**config.mk**
```make
export PLATFORM = sky130hd
export DESIGN_NAME = msi_cpu_requester
export DESIGN_NICKNAME = d
export VERILOG_FILES = /design/src/rtl/msi_cpu_requester.sv
export SDC_FILE = /design/constraint.sdc
export NUM_CORES = 1
export LEC_CHECK = 0
export CAP_MARGIN = 15
export CORE_AREA = 2 2 67 69
export DETAILED_ROUTE_END_ITERATION = 10
export DIE_AREA = 0 0 69 71
export PLACE_DENSITY = 0.75
export SYNTH_ARGS = -nofsm -noshare
export SYNTH_HDL_FRONTEND = slang
export SYNTH_SLANG_ARGS = --single-unit
```
**constraint.sdc**
```tcl
create_clock -name clock -period 2.7 [get_ports clock]
set_clock_uncertainty 0.2 [all_clocks]
set_input_delay 0.54 -clock clock [delete_from_list [all_inputs] [get_ports clock]]
set_output_delay 0.54 -clock clock [all_outputs]
set_load 0.01 [all_outputs]
```
**src/rtl/msi_cpu_requester.sv**
```systemverilog
// MSI snooping-protocol CPU-side requester for a single cache block.
// Issues bus transactions for CPU accesses and tracks the block's coherence state.
module msi_cpu_requester #(
  parameter int TAG_W = 8
) (
  input  logic             clock,
  input  logic             reset,
  input  logic             cpu_valid,
  input  logic             cpu_write,
  input  logic [TAG_W-1:0] cpu_tag,
  output logic             cpu_ready,
  output logic             cpu_done,
  output logic             bus_req,
  input  logic             bus_grant,
  output logic [1:0]       bus_op,
  output logic [TAG_W-1:0] bus_tag,
  output logic             bus_wb,
  input  logic             snoop_downgrade,
  input  logic             snoop_invalidate,
  output logic [1:0]       state,
  output logic [TAG_W-1:0] tag
);

  typedef enum logic [1:0] {
    C_IDLE = 2'd0,
    C_WB   = 2'd1,
    C_REQ  = 2'd2
  } ctl_e;

  localparam logic [1:0] ST_I = 2'b00;
  localparam logic [1:0] ST_E = 2'b01;
  localparam logic [1:0] ST_S = 2'b10;

  localparam logic [1:0] OP_RM   = 2'b00;
  localparam logic [1:0] OP_WM   = 2'b01;
  localparam logic [1:0] OP_INV  = 2'b10;
  localparam logic [1:0] OP_NONE = 2'b11;

  ctl_e             ctl_q, ctl_d;
  logic [1:0]       state_q, state_d;
  logic [TAG_W-1:0] tag_q, tag_d;
  logic [1:0]       op_q, op_d;
  logic [TAG_W-1:0] ltag_q, ltag_d;
  logic             done_q, done_d;
  logic             bus_req_q, bus_req_d;
  logic             bus_wb_q, bus_wb_d;
  logic [1:0]       bus_op_q, bus_op_d;
  logic [TAG_W-1:0] bus_tag_q, bus_tag_d;

  logic grant;
  logic hit;

  always_ff @(posedge clock or posedge reset) begin
    if (reset) begin
      ctl_q     <= C_IDLE;
      state_q   <= ST_I;
      tag_q     <= '0;
      op_q      <= OP_NONE;
      ltag_q    <= '0;
      done_q    <= 1'b0;
      bus_req_q <= 1'b0;
      bus_wb_q  <= 1'b0;
      bus_op_q  <= OP_NONE;
      bus_tag_q <= '0;
    end else begin
      ctl_q     <= ctl_d;
      state_q   <= state_d;
      tag_q     <= tag_d;
      op_q      <= op_d;
      ltag_q    <= ltag_d;
      done_q    <= done_d;
      bus_req_q <= bus_req_d;
      bus_wb_q  <= bus_wb_d;
      bus_op_q  <= bus_op_d;
      bus_tag_q <= bus_tag_d;
    end
  end

  always_comb begin
    ctl_d   = ctl_q;
    state_d = state_q;
    tag_d   = tag_q;
    op_d    = op_q;
    ltag_d  = ltag_q;
    done_d  = 1'b0;
    grant   = bus_grant & bus_req_q;
    hit     = (state_q != ST_I) && (tag_q == cpu_tag);

    // a granted transaction owns the block this cycle; snoops are dropped
    if (!grant) begin
      if (snoop_invalidate) begin
        state_d = ST_I;
      end else if (snoop_downgrade && state_q == ST_E) begin
        state_d = ST_S;
      end
    end

    unique case (ctl_q)
      C_IDLE: begin
        if (cpu_valid) begin
          ltag_d = cpu_tag;
          if (hit && (!cpu_write || state_q == ST_E)) begin
            done_d = 1'b1;
          end else if (hit) begin
            op_d  = OP_INV;
            ctl_d = C_REQ;
          end else begin
            op_d  = cpu_write ? OP_WM : OP_RM;
            ctl_d = (state_q == ST_E) ? C_WB : C_REQ;
          end
        end
      end
      C_WB: begin
        if (grant) begin
          state_d = ST_I;
          ctl_d   = C_REQ;
        end else if (snoop_invalidate || snoop_downgrade ||
                     state_q != ST_E) begin
          // victim is clean now: skip the write-back
          ctl_d = C_REQ;
        end
      end
      C_REQ: begin
        if (grant) begin
          tag_d   = ltag_q;
          state_d = (op_q == OP_RM) ? ST_S : ST_E;
          done_d  = 1'b1;
          ctl_d   = C_IDLE;
        end else if (op_q == OP_INV &&
                     (snoop_invalidate || state_q == ST_I)) begin
          // lost our shared copy: upgrade must fetch the block
          op_d = OP_WM;
        end
      end
      default: ctl_d = C_IDLE;
    endcase

    bus_req_d = (ctl_d != C_IDLE);
    bus_wb_d  = (ctl_d == C_WB);
    bus_op_d  = (ctl_d == C_REQ) ? op_d : OP_NONE;
    bus_tag_d = bus_tag_q;
    if (ctl_d == C_WB) begin
      bus_tag_d = tag_q;
    end else if (ctl_d == C_REQ) begin
      bus_tag_d = ltag_d;
    end
  end

  assign cpu_ready = (ctl_q == C_IDLE);
  assign cpu_done  = done_q;
  assign bus_req   = bus_req_q;
  assign bus_wb    = bus_wb_q;
  assign bus_op    = bus_op_q;
  assign bus_tag   = bus_tag_q;
  assign state     = state_q;
  assign tag       = tag_q;

endmodule

```
# Word-level counts from Yosys, hierarchy flattened
# Cells that the tools add are included.
[classes] n_bitwise=1 eq_ne=8 reduce_logical=16 muxes=31
[op_table] operator="$mux W2" n=19
[op_table] operator="$mux W8" n=4
[op_table] operator="$eq A8 B8 Y1" n=1
[op_table] operator="$pmux W2 S2" n=2
[op_table] operator="$eq A2 B1 Y1 const B" n=3
[op_table] operator="$eq A2 B2 Y1 const B" n=3
[op_table] operator="$logic_not A2 Y1" n=3
[op_table] operator="$pmux W2 S3" n=1
[op_table] operator="$reduce_bool A2 Y1" n=3
[op_table] operator="$logic_and A1 B1 Y1" n=4
[op_table] operator="$logic_or A1 B1 Y1" n=4
[op_table] operator="$mux W1" n=4
[op_table] operator="$ne A2 B1 Y1 const B" n=1
[op_table] operator="$pmux W1 S2" n=1
[op_table] operator="$reduce_and A2 Y1" n=1
[op_table] operator="$and A1 B1 Y1" n=1
[op_table] operator="$logic_not A1 Y1" n=1
[word_totals] reg_bits=35 out_inout_bits=24

# Longest topological paths before layout
# Gate-level depths: netlist (run 1).
[depth] ltp_word=9 ltp_mapped=12 ltp_nobuf=10

# Worst setup path after synthesis (run 1)
# Ideal clock, no wire load.
[synth_path] path_kind="register to register" startpoint="reg ctl_q[1]" endpoint="reg bus_tag_q[0] (netlist: bus_tag[0])" n_path_buf=2 arrival_ns=2.529 slack_ns=-0.171 stages_incl_launch_ff=11 cell_sequence="dfrtp_1 inv_1 ha_1 clkbuf_1 nand2_1 nor4b_1 a211o_1 ha_1 buf_1 mux2i_1 mux2i_1"
[synth_between] elab_cells_between_ends=15
[synth_lines] element="start, declared" line="39" rtl="ctl_e ctl_q, ctl_d;"
[synth_lines] element="start signal, assigned" line="66" rtl="ctl_q <= ctl_d;"
[synth_lines] element="$logic_not A2 Y1 *"
[synth_lines] element="via cpu_ready" line="11" rtl="output logic cpu_ready,"
[synth_lines] element="$pmux W2 S3 *" line="98" rtl="unique case (ctl_q)"
[synth_lines] element="via ctl_d[0]" line="39"
[synth_lines] element="$eq A2 B1 Y1 *"
[synth_lines] element="via bus_wb_d" line="46" rtl="logic bus_wb_q, bus_wb_d;"
[synth_lines] element="$mux W8 or $reduce_bool A2 Y1 (tied branches)"
[synth_lines] element="end signal, assigned" line="75" rtl="bus_tag_q <= bus_tag_d;"
[synth_lines] element="end, declared" line="48" rtl="logic [TAG_W-1:0] bus_tag_q, bus_tag_d;"
# Mark *: on every way through the listed nets, which the timed path passes. The rest lies on a longest branch. The select of a mux whose other input is x is not followed.
# A chain may end at the register's enable or synchronous reset.

# Worst setup path after layout (run 1)
[layout_path] startpoint="reg tag_q[2] (netlist: tag[2])" endpoint="reg bus_tag_q[0] (netlist: bus_tag[0])"
[layout_between] elab_chain_cells=8 elab_cells_between_ends=11
[layout_rtl] element="start, declared" line="41" rtl="logic [TAG_W-1:0] tag_q, tag_d;"
[layout_rtl] element="start signal, assigned" line="68" rtl="tag_q <= tag_d;"
[layout_rtl] element="$eq A8 B8 Y1 *" line="87" rtl="hit = (state_q != ST_I) && (tag_q == cpu_tag);"
[layout_rtl] element="$logic_and A1 B1 Y1 *" line="87"
[layout_rtl] element="$mux W2 or $logic_and A1 B1 Y1 (tied branches)" line="104, 102"
[layout_rtl] element="$mux W2 *" line="102" rtl="if (hit && (!cpu_write || state_q == ST_E)) begin"
[layout_rtl] element="$mux W2 *" line="100" rtl="if (cpu_valid) begin"
[layout_rtl] element="$pmux W2 S3 *" line="98"
[layout_rtl] element="$eq A2 B1 Y1 *"
[layout_rtl] element="via bus_wb_d" line="46"
[layout_rtl] element="$mux W8 or $reduce_bool A2 Y1 (tied branches)"
# Mark *: on every way through the listed nets, which the timed path passes. The rest lies on a longest branch.

==> run summary, run 1 <==
The smallest hold slack is 0.299 ns. The total inserted antenna cells came out at 0. The cell area after synthesis is 1880 um^2. The count of warnings emitted by yosys is 0.

The worst setup path is captured at a flip-flop. After clock tree synthesis, the clock-pin slew on the worst setup and hold paths is about 0.070 ns. When the netlist entered floorplanning its net count stood at 184. The CTS H-tree depth came out at 2. The fraction of layout instances using a drive strength above 1 is 35.0%. In the synthesized netlist the dominant register cell turns out to be sky130_fd_sc_hd__dfrtp_1.

The horizontal extent of the die is 69 um. The path class of the tightest hold or removal check is reg2reg. The count of routing violations after the opening detailed-route iteration is 57.

The worst setup path is of the reg2reg kind. Timing would allow up to 0.376 GHz. The worst setup path is launched from a flip-flop. The final routed wirelength across all metal layers is 4240 um. The routed length on met1 came out at around 1900 um.

After routing, the total negative slack on setup checks comes to 0 ns. The number of synthesized register bits came out at 35. The via count of the first global-routing pass is 1573. The routability-driven placement congestion ratio is 0.786. The wire length on met2 is 2120 um. Clock latency on the worst-skew pair, taken at its later pin, is a little under 0.3 ns.

The area of the core region came out at 4200 um^2. In this run the worst path has a maximum fanout of 5. After synthesis, the cell types taking the most area are sky130_fd_sc_hd__dfrtp_1 41%, sky130_fd_sc_hd__mux2_2 9.6%, sky130_fd_sc_hd__mux2i_1 8.5%, sky130_fd_sc_hd__dfstp_2 5.6%, sky130_fd_sc_hd__ha_1 4.7%. The final max-slew violation count came out at 0. Summed over all instances, the cell type with the most area after synthesis is sky130_fd_sc_hd__dfrtp_1. Global routing consumed, over all layers together, 19.0% of the routing resources.

The share of synthesized area occupied by flip-flops and latches came out at 47.0%. TritonCTS built the clock tree. Counting instances, the worst hold path has a depth of 1. For this design the ratio of total power to cell area is 1090 nW/um^2. The detailed placer's ending HPWL is 2980 um. For the pin with the worst max-slew slack, the measured transition is 0.561 ns. Counting every instance in the synthesized netlist gives 162. The detailed-router iteration count before antenna repair came out at 5.

The synthesized netlist contains 42 unique library cells. The global-route wire length before repair came out at 7340 um. At the placement stage, the worst setup path has a slack of -0.563 ns. The cell area after layout came out at 2730 um^2. The count of hold-fix buffers inserted at cts came out at 0.

The layout-stage area growth over the synthesis result came out at 45.5%. Summing all placed instances gives a cell area of 2500 um^2. The number of hold violations in the final report came out at 0. The worst register-to-register path has a setup slack of around 0.039 ns. The post-detailed-route via-to-cell ratio is 5.21. The maximum VDD drop came out at around 0.66 mV. The number of core rows came out at 24. The async set-reset flop share out of synthesis is 100%. Setup repair after global routing could not meet its margin everywhere. In this run the vertical extent of the chip is between 70 and 80 um. The post-synthesis area per instance is 11.6 um^2. The final antenna-violating net count came out at 0. Counting I/O delays and the setup requirement, the final critical path takes 2.66 ns. At the worst endpoint, the required time is 2.67 ns. Dividing the final minimum period by the clock period gives 98.6%. Once the floorplan was initialized, standard cells occupied 44.6% of the core.

The number of nets in the layout is 258. The cell depth of the worst flop-to-flop path is 9. 39 I/O pins were placed. The critical path arrival came out at 2.63 ns. The count of unresolved DRC violations after routing is 0. The global route total overflow is 0. The worst pin sits at a relative slew slack of 62.5%.

The maximum number of pins on one net before global-route repair came out at 36. Clock tree synthesis inserted a total of 5 buffers. The number of enable flip-flop cells after synthesis is 0. After synthesis, the largest area contributor takes up 41.4% of total cell area. The number of antenna violations at the first check in global routing came out at 0. The number of input and output port buffers inserted is 38. Max-cap violations in this run came to 0. The setup-violating endpoint count in the final report is 0. The average routed wire per standard cell came out at 14.7 um. The number of vias in the routed layout is 1507. The die outline area is 4900 um^2. The highest routing layer actually used is met4. Summed over all nets, wire length on met3 after detailed routing comes to 140 um. The flow ran to the end, and the final reports show no timing, DRC or antenna violations. Clock tree synthesis selected as its root buffer the cell sky130_fd_sc_hd__clkbuf_8. The worst setup slack after layout came out at around 0.039 ns.

The CTS sink count came out at 35. The total leakage power came out at 1.24 nW. The end-of-flow core utilization is 64.9%.

The clock passes through at most 2 buffers.
[logic make-up (layout without fill, tap and decap cells)]
group	count (synthesis)	count (layout)	share of synthesized area, %
adder cells (fa/ha/maj)	7	7	4.67
AO/OA/AOI/OAI	25	25	10.5
flip-flops	35	35	47.0
XOR/XNOR	8	8	3.74
AND/OR/NAND/NOR	33	33	11.5
multiplexers	32	32	18.1
buffers and inverters	22	97	4.40
[path summary, 6_finish.rpt]
check	start	end
worst max-delay path	tag[2]$_DFFE_PP0P_	bus_tag[0]$_DFFE_PP0P_
worst min-delay path	ltag_q[7]$_DFF_PP0_	tag[7]$_DFFE_PP0P_
worst max register to register	tag[2]$_DFFE_PP0P_	bus_tag[0]$_DFFE_PP0P_
worst min register to register	ltag_q[7]$_DFF_PP0_	tag[7]$_DFFE_PP0P_
max in group asynchronous	reset	bus_op[1]$_DFF_PP1_
min in group asynchronous	reset	bus_tag[1]$_DFFE_PP0P_
[per-layer routing]
layer,global-route usage (%),vias up
li1,-,713
met1,24.7,756
met2,31.4,32
met3,3.70,6
met4,7.41,0
met5,0,-
[worst max-delay path, stage by stage (launching register included)]
cell and delay (ns):
sky130_fd_sc_hd__dfrtp_2 0.44, sky130_fd_sc_hd__xor2_2 0.16, sky130_fd_sc_hd__nor4_4 0.33, sky130_fd_sc_hd__nand4_1 0.21, sky130_fd_sc_hd__a221oi_2 0.37, sky130_fd_sc_hd__a2111o_1 0.24
sky130_fd_sc_hd__ha_4 0.17, sky130_fd_sc_hd__buf_6 0.12, sky130_fd_sc_hd__mux2i_1 0.19, sky130_fd_sc_hd__mux2i_1 0.09
[through the flow]
step,std cells,power [mW]
floorplan,162,1.80
global placement,273,2.45
detailed placement,273,2.47
CTS,284,2.92
global route,289,3.18
finish,289,2.98
[flip-flops by register name (all words and copies together) (netlist names)]
signal	flops
bus_tag	8
bus_op	2
ctl_q	2
bus_wb	1
bus_req	1
state	2
tag	8
ltag_q	8
cpu_done	1
op_q	2
[cell type report]
cell class	count	area, um^2
Multi-Input combinational cell	105	996
Inverter	17	63.8
Timing Repair Buffer	72	637
Tap cell	52	65.1
Clock buffer	6	72.6
Clock inverter	2	12.5
Sequential cell	35	882
Fill cell	336	1480
[placed cells by master, fill, tap and decap left out, types with 3 or more instances in the layout]
cell type / Yosys / layout
sky130_fd_sc_hd__a21oi_1: 3 / 3
sky130_fd_sc_hd__buf_4: 0 / 32
sky130_fd_sc_hd__clkbuf_8: 0 / 5
sky130_fd_sc_hd__clkdlybuf4s50_1: 0 / 28
sky130_fd_sc_hd__dfrtp_1: 31 / 30
sky130_fd_sc_hd__dfstp_2: 4 / 4
sky130_fd_sc_hd__dlygate4sd2_1: 0 / 3
sky130_fd_sc_hd__dlymetal6s2s_1: 0 / 3
sky130_fd_sc_hd__ha_1: 7 / 5
sky130_fd_sc_hd__inv_1: 17 / 17
sky130_fd_sc_hd__mux2_2: 16 / 16
sky130_fd_sc_hd__mux2i_1: 16 / 16
sky130_fd_sc_hd__nand2_1: 9 / 9
sky130_fd_sc_hd__nor2_1: 5 / 4
sky130_fd_sc_hd__nor3_1: 3 / 3
sky130_fd_sc_hd__o21ai_0: 3 / 3
sky130_fd_sc_hd__xor2_2: 0 / 6
[report_power, final]
part / internal (mW) / total, mW / switching [mW] / leakage [nW]
sequential: 0.786 / 0.972 / 0.186 / 0.418
clock: 0.180 / 0.373 / 0.192 / 0.0412
combinational: 0.910 / 1.63 / 0.722 / 0.786
total: 1.88 / 2.98 / 1.10 / 1.24
[synthesized netlist by cell type, types with 2 or more instances]
| cell | instances |
|---|---|
| sky130_fd_sc_hd__nor2_1 | 5 |
| sky130_fd_sc_hd__nand2_1 | 9 |
| sky130_fd_sc_hd__mux2i_1 | 16 |
| sky130_fd_sc_hd__nor3_1 | 3 |
| sky130_fd_sc_hd__inv_1 | 17 |
| sky130_fd_sc_hd__and2_1 | 2 |
| sky130_fd_sc_hd__nand2b_1 | 2 |
| sky130_fd_sc_hd__xor2_1 | 8 |
| sky130_fd_sc_hd__o21ai_0 | 3 |
| sky130_fd_sc_hd__a31oi_1 | 2 |
| sky130_fd_sc_hd__a21oi_1 | 3 |
| sky130_fd_sc_hd__buf_1 | 2 |
| sky130_fd_sc_hd__nand4_1 | 2 |
| sky130_fd_sc_hd__ha_1 | 7 |
| sky130_fd_sc_hd__dfstp_2 | 4 |
| sky130_fd_sc_hd__dfrtp_1 | 31 |
| sky130_fd_sc_hd__a211o_1 | 2 |
| sky130_fd_sc_hd__mux2_2 | 16 |
| sky130_fd_sc_hd__clkbuf_1 | 3 |
| sky130_fd_sc_hd__nand3_1 | 2 |
| sky130_fd_sc_hd__nor4_4 | 2 |
[what timing repair did]
item                       CTS  global route
setup endpoints to repair   10             8
buffers inserted             3             5
pin swaps                    5             9
resized for setup           19            14
Note: power is estimated with default switching activity, not from simulation.
==> run 2, diff against run 1 <==
Settings changed: TNS_END_PERCENT set to 100.
==> results of run 2 <==
Final layout, timing and power as in run 1 (identical DEF).
